`src/rtl/muldiv_pkg.sv`:
```
// Shared types and sizing for the multiply/divide unit.
package muldiv_pkg;

  localparam int unsigned WIDTH_DEF = 32;
  localparam int unsigned CNT_W     = $clog2(WIDTH_DEF);

  typedef enum logic [1:0] {
    IDLE = 2'd0,
    BUSY = 2'd1,
    SIGN = 2'd2,
    DONE = 2'd3
  } div_state_e;

endpackage

```
`src/rtl/div_seq_if.sv`:
```
// Execute-stage <-> divider handshake and operand/result bus.
interface div_seq_if #(
  parameter int unsigned WIDTH = muldiv_pkg::WIDTH_DEF
) ();

  logic             start_i;
  logic             signed_i;
  logic [WIDTH-1:0] a_i;
  logic [WIDTH-1:0] b_i;
  logic             cancel_i;
  logic             stall_o;
  logic             valid_o;
  logic [WIDTH-1:0] quot_o;
  logic [WIDTH-1:0] rem_o;

  modport master (
    output start_i, signed_i, a_i, b_i, cancel_i,
    input  stall_o, valid_o, quot_o, rem_o
  );

  modport slave (
    input  start_i, signed_i, a_i, b_i, cancel_i,
    output stall_o, valid_o, quot_o, rem_o
  );

endinterface

```
`src/rtl/div_step.sv`:
```
// One restoring shift-subtract iteration: shift in the next dividend bit,
// subtract the divisor if it fits, and emit the quotient bit.
module div_step #(
  parameter int unsigned WIDTH = 32
) (
  input  logic [WIDTH-1:0] rem_i,
  input  logic             bit_i,
  input  logic [WIDTH-1:0] div_i,
  output logic [WIDTH-1:0] rem_o,
  output logic             q_o
);

  logic [WIDTH:0]   shifted;
  logic [WIDTH-1:0] sub;

  assign shifted = {rem_i, bit_i};
  // When the divisor fits the difference is below 2^WIDTH, so modular subtract is exact.
  assign sub     = shifted[WIDTH-1:0] - div_i;
  assign q_o     = (shifted >= {1'b0, div_i});
  assign rem_o   = q_o ? sub : shifted[WIDTH-1:0];

endmodule

```
`src/rtl/div_seq.sv`:
```
// Sequential DIV/DIVU unit: WIDTH restoring iterations on magnitudes,
// then one cycle of sign fix-up and a one-cycle result pulse.
module div_seq
  import muldiv_pkg::*;
#(
  parameter int unsigned WIDTH = WIDTH_DEF
) (
  input  logic      clk,
  input  logic      rst,
  div_seq_if.slave  io
);

  div_state_e       state_q, state_d;
  logic [CNT_W-1:0] cnt_q, cnt_d;
  logic [WIDTH-1:0] rem_q, rem_d;
  logic [WIDTH-1:0] quo_q, quo_d;
  logic [WIDTH-1:0] div_q, div_d;
  logic             qneg_q, qneg_d;
  logic             rneg_q, rneg_d;
  logic [WIDTH-1:0] quot_q, quot_d;
  logic [WIDTH-1:0] remo_q, remo_d;
  logic             valid_q, valid_d;

  logic [WIDTH-1:0] a_mag, b_mag;
  logic [WIDTH-1:0] step_rem;
  logic             step_q;

  assign a_mag = (io.signed_i && io.a_i[WIDTH-1]) ? -io.a_i : io.a_i;
  assign b_mag = (io.signed_i && io.b_i[WIDTH-1]) ? -io.b_i : io.b_i;

  // quo_q doubles as the dividend shift register: dividend bits leave at the top,
  // quotient bits enter at the bottom.
  div_step #(.WIDTH(WIDTH)) u_step (
    .rem_i (rem_q),
    .bit_i (quo_q[WIDTH-1]),
    .div_i (div_q),
    .rem_o (step_rem),
    .q_o   (step_q)
  );

  // Next-state and datapath.
  always_comb begin
    state_d = state_q;
    cnt_d   = cnt_q;
    rem_d   = rem_q;
    quo_d   = quo_q;
    div_d   = div_q;
    qneg_d  = qneg_q;
    rneg_d  = rneg_q;
    quot_d  = quot_q;
    remo_d  = remo_q;
    valid_d = 1'b0;

    unique case (state_q)
      IDLE: begin
        if (io.start_i) begin
          state_d = BUSY;
          cnt_d   = '0;
          rem_d   = '0;
          quo_d   = a_mag;
          div_d   = b_mag;
          qneg_d  = io.signed_i & (io.a_i[WIDTH-1] ^ io.b_i[WIDTH-1]);
          rneg_d  = io.signed_i & io.a_i[WIDTH-1];
        end
      end
      BUSY: begin
        rem_d = step_rem;
        quo_d = {quo_q[WIDTH-2:0], step_q};
        cnt_d = cnt_q + CNT_W'(1);
        if (cnt_q == CNT_W'(WIDTH - 1)) begin
          state_d = SIGN;
          cnt_d   = '0;
        end
      end
      SIGN: begin
        quot_d  = qneg_q ? -quo_q : quo_q;
        remo_d  = rneg_q ? -rem_q : rem_q;
        valid_d = 1'b1;
        state_d = DONE;
      end
      DONE: begin
        state_d = IDLE;
      end
      default: begin
        state_d = IDLE;
      end
    endcase

    // A flush overrides everything, including a same-cycle start.
    if (io.cancel_i) begin
      state_d = IDLE;
      cnt_d   = '0;
      valid_d = 1'b0;
      quot_d  = quot_q;
      remo_d  = remo_q;
    end
  end

  always_ff @(posedge clk or negedge rst) begin
    if (!rst) begin
      state_q <= IDLE;
      cnt_q   <= '0;
      rem_q   <= '0;
      quo_q   <= '0;
      div_q   <= '0;
      qneg_q  <= 1'b0;
      rneg_q  <= 1'b0;
      quot_q  <= '0;
      remo_q  <= '0;
      valid_q <= 1'b0;
    end else begin
      state_q <= state_d;
      cnt_q   <= cnt_d;
      rem_q   <= rem_d;
      quo_q   <= quo_d;
      div_q   <= div_d;
      qneg_q  <= qneg_d;
      rneg_q  <= rneg_d;
      quot_q  <= quot_d;
      remo_q  <= remo_d;
      valid_q <= valid_d;
    end
  end

  // Stall drops in DONE so the instruction retires together with its result.
  assign io.stall_o = rst & ((state_q == IDLE && io.start_i && !io.cancel_i) ||
                             state_q == BUSY || state_q == SIGN);
  assign io.valid_o = valid_q;
  assign io.quot_o  = quot_q;
  assign io.rem_o   = remo_q;

endmodule
```
`src/flat_wrapper.sv`:
```
// flat-port wrapper written by rule: the top's interface ports become plain ports
module div_seq_flat import muldiv_pkg::*;
#(
  parameter int unsigned WIDTH = WIDTH_DEF
)
  (clk, rst, io_start_i, io_signed_i, io_a_i, io_b_i, io_cancel_i, io_stall_o, io_valid_o, io_quot_o, io_rem_o);
  div_seq_if #(.WIDTH(WIDTH)) io_i ();
  input  logic clk;
  input  logic rst;
  input wire logic [$bits(io_i.start_i)-1:0] io_start_i;
  input wire logic [$bits(io_i.signed_i)-1:0] io_signed_i;
  input wire logic [$bits(io_i.a_i)-1:0] io_a_i;
  input wire logic [$bits(io_i.b_i)-1:0] io_b_i;
  input wire logic [$bits(io_i.cancel_i)-1:0] io_cancel_i;
  output wire logic [$bits(io_i.stall_o)-1:0] io_stall_o;
  output wire logic [$bits(io_i.valid_o)-1:0] io_valid_o;
  output wire logic [$bits(io_i.quot_o)-1:0] io_quot_o;
  output wire logic [$bits(io_i.rem_o)-1:0] io_rem_o;
  assign io_i.start_i = io_start_i;
  assign io_i.signed_i = io_signed_i;
  assign io_i.a_i = io_a_i;
  assign io_i.b_i = io_b_i;
  assign io_i.cancel_i = io_cancel_i;
  assign io_stall_o = io_i.stall_o;
  assign io_valid_o = io_i.valid_o;
  assign io_quot_o = io_i.quot_o;
  assign io_rem_o = io_i.rem_o;
  div_seq #(.WIDTH(WIDTH)) u_core (.clk(clk), .rst(rst), .io(io_i));
endmodule
```
`config.mk`:
```
export PLATFORM = sky130hd
export DESIGN_NAME = div_seq_flat
export DESIGN_NICKNAME = d
export VERILOG_FILES = /design/src/rtl/muldiv_pkg.sv /design/src/rtl/div_seq_if.sv /design/src/rtl/div_step.sv /design/src/rtl/div_seq.sv /design/src/flat_wrapper.sv
export SDC_FILE = /design/constraint.sdc
export NUM_CORES = 1
export LEC_CHECK = 0
export CAP_MARGIN = 20
export CELL_PAD_IN_SITES_DETAIL_PLACEMENT = 0
export CELL_PAD_IN_SITES_GLOBAL_PLACEMENT = 1
export CORE_ASPECT_RATIO = 1.2
export CORE_MARGIN = 10
export CORE_UTILIZATION = 39
export DETAILED_ROUTE_END_ITERATION = 8
export GPL_TIMING_DRIVEN = 0
export PLACE_DENSITY = 0.87
export SLEW_MARGIN = 25
export SYNTH_ARGS = -nofsm -noshare
export SYNTH_HDL_FRONTEND = slang
export SYNTH_SLANG_ARGS = --single-unit
export TNS_END_PERCENT = 10
```
`constraint.sdc`:
```
create_clock -name clk -period 3.2 [get_ports clk]
set_input_delay 0.48 -clock clk [delete_from_list [all_inputs] [get_ports clk]]
set_output_delay 0.48 -clock clk [all_outputs]
set_load 0.02 [all_outputs]
```
# Yosys cells after proc, flatten, opt, wreduce, memory -nomap -nowiden
# Index checks and enable logic that the tools add are counted.
# Widths: inputs -> output; s select.
dict set report totals {
  register_bits 170
  inputBits 69
  output_inout_bits 66
  elab_cells 63
}
dict set report classes {
  add_sub_neg 6
  magnitude_cmp 1
  n_eq_ne 7
  muxes 19
  n_bitwise 5
  n_reduce_logical 15
}
# op count
set op_table {}
lappend op_table {{$mux 32} 7}
lappend op_table {{$neg 32->32} 4}
lappend op_table {{$pmux 32 s2} 2}
lappend op_table {{$ge 33x32->1} 1}
lappend op_table {{$sub 32x32->32} 1}
lappend op_table {{$mux 5} 3}
lappend op_table {{$pmux 5 s2} 1}
lappend op_table {{$reduce_and 2->1} 5}
lappend op_table {{$pmux 2 s4} 1}
lappend op_table {{$mux 2} 3}
lappend op_table {{$add 5x1->5 const B} 1}
lappend op_table {{$eq 5x5->1 const B} 1}
lappend op_table {{$eq 2x2->1 const B} 2}
lappend op_table {{$logic_and 1x1->1} 4}
lappend op_table {{$and 1x1->1} 3}
lappend op_table {{$ne 3x2->1 const B} 1}
lappend op_table {{$ne 3x3->1 const B} 1}
lappend op_table {{$reduce_bool 3->1} 1}
lappend op_table {{$eq 2x1->1 const B} 1}
lappend op_table {{$logic_not 2->1} 1}
lappend op_table {{$logic_or 1x1->1} 2}
lappend op_table {{$mux 1} 2}
lappend op_table {{$ne 2x2->1 const B} 1}
lappend op_table {{$reduce_bool 2->1} 1}
lappend op_table {{3 further kinds} 3}

# Logic depth before layout (Yosys ltp)
dict set report logic_depth {
  depth_word 6
  ltp_mapped 14
  ltp_nobuf 13
}

# By module
# From an unflattened synthesis, not the netlist that was laid out.
dict set report hier_totals {
  hier_cells 1420
  area_unflattened_um2 11913.9
}
# module instances cells_per_inst area_each_um2 seq_area_each_um2
set by_module_without_submodules {}
lappend by_module_without_submodules {div_seq 1 1097 9582.9 4254.1}
lappend by_module_without_submodules {div_step 1 323 2331.0 0.0}

# Worst setup path before layout
# Ideal clock, no wire load.
dict set report synth_timing {
  path_kind {reg-to-reg}
  from {register u_core.quo_q[31]}
  to {register u_core.rem_q[28]}
  setup_ns 0.124
  t_arrival_ns 3.044
  required_ns 3.076
  slack_ns 0.031
  stages_incl_launch_ff 14
  n_path_buf 0
  synth_period_minus_slack_ns 3.169
  cell_sequence {dfrtp_1 > inv_1 > ha_1 > inv_1 > fa_1 > a21o_1 > a221oi_1 > o221ai_1 > a21o_1 > a21oi_1 > nor3_1 > a211o_1 > mux2i_1 > a211o_1}
}
dict set report synth_between {
  elab_chain_len 3
  word_cells_on_any_way 4
  cone_classes {1 x add/sub; 1 x order compare; 2 x mux}
}
# item line_no
set synth_rtl {}
lappend synth_rtl {{start, declared} div_seq.sv:16} ;# logic [WIDTH-1:0] quo_q, quo_d;
lappend synth_rtl {{start signal, assigned} div_seq.sv:115} ;# quo_q <= quo_d;
lappend synth_rtl {{$sub 32x32->32 / $ge 33x32->1 (equally long branches)} {div_step.sv:18, div_step.sv:19}}
lappend synth_rtl {{$mux 32 *} div_step.sv:20} ;# assign rem_o = q_o ? sub : shifted[WIDTH-1:0];
lappend synth_rtl {{$pmux 32 s2 *} div_seq.sv:54} ;# unique case (state_q)
lappend synth_rtl {{end signal, assigned} div_seq.sv:114} ;# rem_q <= rem_d;
lappend synth_rtl {{end, declared} div_seq.sv:15} ;# logic [WIDTH-1:0] rem_q, rem_d;
# Every way passes the cells marked *; elsewhere a longest branch is shown, timed or not.
# A chain may end at the register's enable or synchronous reset.

# Final worst setup path
# Same ends and word-level chain as after synthesis.

==> flow_summary.yaml <==
sta:
  fmax_ghz: 0.310
  tns_ns: -0.0281
  finalMaxSlewViolations: 0
  whs_ns: 0.0228
  worstMarginPinSlew_ns: 0.649
  finalSetupViolCount: 1
  fin_crit_sh_pct: 101
  worst_slack_ns: -0.0281
  finalHoldViolations: 0
  rsz0062_at_grt: "yes"
  post-route-min-period_ns: 3.23
  relSlewSlack_pct: 56.4
  finClkSkew_ns: 0.0103
setup_path:
  worstPathMaxFanout: 4
  reg2reg_to: "u_core.rem_q[28]"
  r2r-start: "u_core.quo_q[31]"
  crit_path_end_kind: "flop"
  critPathKind: "reg -> reg"
  rrSetupSlack_ns: -0.03
  startpoint: "u_core.quo_q[31]"
  cp.required_ns: 3.53
  crit_arrival_ns: 3.55
  timing.critical_path.to: "u_core.rem_q[28]"
  r2r_cells: 13
  start_kind: "flop"
logic_synthesis:
  synthArstFlopShare_pct: 100
  synth_area_um2: 11200
  synth-edff-count: 0
  syn_nets: 1456
  synth_largest_area_cell: "dfrtp_1"
  yosys.area.top_type_share_pct: 38.0
  synth_ff_type: "dfrtp_1"
  ys_types: 67
  synth_seq_cells: 170
  syn_avg_cell_area_um2: 8.32
  synth.area.top_cells: "dfrtp_1, nand2_1, xor2_1, o21ai_0, ha_1"
  syn_inst: 1345
  ys_seq_area_share_pct: 38.0
  yosys_warnings: 0
cts:
  cts_root_buf: "clkbuf_16"
  clockBufferDepth: 2
  clk_pin_slew_ns: 0.07
  clk_latency_ns: 0.44
  holdBufCountCts: 0
  cts_tree: "yes"
  cts_made_buffers: 17
  h-tree-depth: 4
  clkSinkCount: 170
placed_design:
  port_buffers: 133
  dp.cells: 1858
  post_dp_cell_area_um2: 13000
  globalplace.congestion: 0.938
  hpwl_mm: 25.5
power_and_ir_drop:
  p_int_w: 0.00625
  p_switching_w: 0.00484
  ir_drop_uv: 356
  pwr_density_cell_nw_per_um2: 793
  leakage_nw: 5.94
  power.share.clock_pct: 18.7
  p_sw_share_pct: 43.7
  p_seq_share_pct: 31.8
  p_comb_share_pct: 49.4
layout:
  final_cell_area_um2: 14000
  drive_above_1_share_pct: 7.36
  final_cells: 1900
  nFillCells: 2710
  fin_util_pct: 49.8
  antenna_cells: 0
  finalNetCount: 1621
  area_growth_pct: 25.0
floorplan:
  coreArea_um2: 28100
  ios: 135
  die_h_um: 206
  rows: 67
  start_util_pct: 39.8
  fp.dieW_um: 175
  die_area_um2: 35900
route:
  antenna_left: 0
  drt-pass1-iter-count: 6
  top_layer_used: "met4"
  via_count: 10000
  drtIter0Drc: 645
  wl_per_cell_um: 17.1
  wl_mm: 32.4
  met3_length_mm: 1.55
  via_per_inst: 5.27
  remaining_drc_errors: 0
  drt-met1-wl_mm: 15.3
  wl_met2_mm: 15.1
global_route:
  grt_usage_pct: 18.0
  grt_pass1_vias: 9991
  grt_antenna_before_repair: 0
  grt_max_degree: 95
  grt_pass1_wl_mm: 53.0
  gr-total-overflow: 0
outcome:
  status: "complete, but fails checks"
  violations: "setup timing"
job:
  cap_violations: 0
hold_path:
  hp-class: "in -> async"
==> sequential cells by signal, summed over array words and instances (netlist names) <==
| name | flops |
|---|---|
| u_core.quo_q | 32 |
| u_core.state_q | 2 |
| u_core.qneg_q | 1 |
| u_core.div_q | 32 |
| u_core.rem_q | 32 |
| u_core.cnt_q | 5 |
| u_core.rneg_q | 1 |
| u_core.io.valid_o | 1 |
| u_core.io.quot_o | 32 |
| u_core.io.rem_o | 32 |
==> cell usage after synthesis (10+ instances only) <==
cell      number
xnor2_1       55
ha_1          41
dfrtp_1      170
or3_1         23
a21oi_1       89
o31ai_1       24
o41ai_1       12
a21o_1        20
o21ai_1       58
nor2_1        70
nor4_1        12
xor2_1        88
mux2i_1       31
nand2_1      223
or4_1         13
nand3_1       14
inv_1         56
and3_1        10
nand4_1       11
clkbuf_1      60
o21ai_0      148
nor3_1        16
==> cells in the final DEF (no fill, tap or decap), types with 33 or more instances in the layout <==
cell type and n:
dfrtp_1 165, nor2_1 70, inv_1 54, nand2_1 221, clkdlybuf4s50_1 132, o21ai_1 57
clkbuf_1 49, ha_1 33, a21oi_1 87, o21ai_0 148, xor2_1 88, xnor2_1 55
==> worst min path at each step <==
stage	from	endpoint	slack, ns	cells past startpoint
after global routing	rst	u_core.quo_q[12]	0.06	1
after global placement	u_core.div_q[28]	u_core.div_q[28]	0.46	2
final	rst	u_core.cnt_q[0]	0.02	1
after floorplan	rst	u_core.cnt_q[0]	0.18	0
after CTS	rst	u_core.cnt_q[4]	0.04	1
after detailed placement	u_core.io.quot_o[1]	u_core.io.quot_o[1]	0.47	2
==> routing by layer <==
metal	global-route usage [%]	vias to the layer above
met5	0	-
met4	4.97	0
met3	2.75	26
met2	29.2	213
met1	24.4	4729
li1	-	5037
==> final cells by class <==
cell class,instances,area (µm²),area share [%]
clock buffers,18,439,3.14
inverters,57,216,1.55
well taps,379,474,3.39
clock inverters,12,143,1.02
plain buffers,64,287,2.05
flip-flops and latches,170,4260,30.5
multi-input cells,1047,6660,47.6
repair buffers,153,1510,10.8
==> critical path, cell delays in order (launching register included) <==
cell,delay [ns]
dfrtp_2,0.46
inv_4,0.10
ha_1,0.17
inv_1,0.06
fa_1,0.40
a21o_1,0.22
a221oi_4,0.30
o221ai_4,0.19
a21o_1,0.27
a21oi_4,0.19
nor3_1,0.07
a211o_1,0.30
mux2i_1,0.13
a211o_1,0.26
==> through the flow <==
stage                     total power, W  worst slack (ns)
after global routing              0.0120            -0.111
after detailed placement         0.00883            -0.734
after global placement           0.00873             -5.33
after floorplan                  0.00686            0.0315
after CTS                         0.0110           -0.0316
final                             0.0111           -0.0281
==> power by group through the flow <==
| stage | combinational (W) | clock (W) | sequential [W] |
|---|---|---|---|
| global route | 0.00611 | 0.00219 | 0.00366 |
| floorplan | 0.00311 | 0 | 0.00375 |
| finish | 0.00548 | 0.00208 | 0.00353 |
| CTS | 0.00537 | 0.00210 | 0.00353 |
| global placement | 0.00520 | 0 | 0.00353 |
| detailed placement | 0.00526 | 0 | 0.00356 |
==> cells by family after synthesis <==
| group | synth area share, % |
|---|---|
| simple gates | 17.6 |
| compound gates | 21.2 |
| flops | 38.0 |
| xor+xnor | 11.2 |
| buf+inv | 4.48 |
| fa+ha+maj | 4.76 |
| mux | 2.77 |
==> repair_timing <==
item | in CTS | in global routing
endpoints found under the hold margin | 0 | 0
gates resized for setup | 22 | 42
setup endpoints to repair | 37 | 59
pin swaps | 5 | 7
setup buffers | 6 | 13
Power figures use the tool's default switching activity.
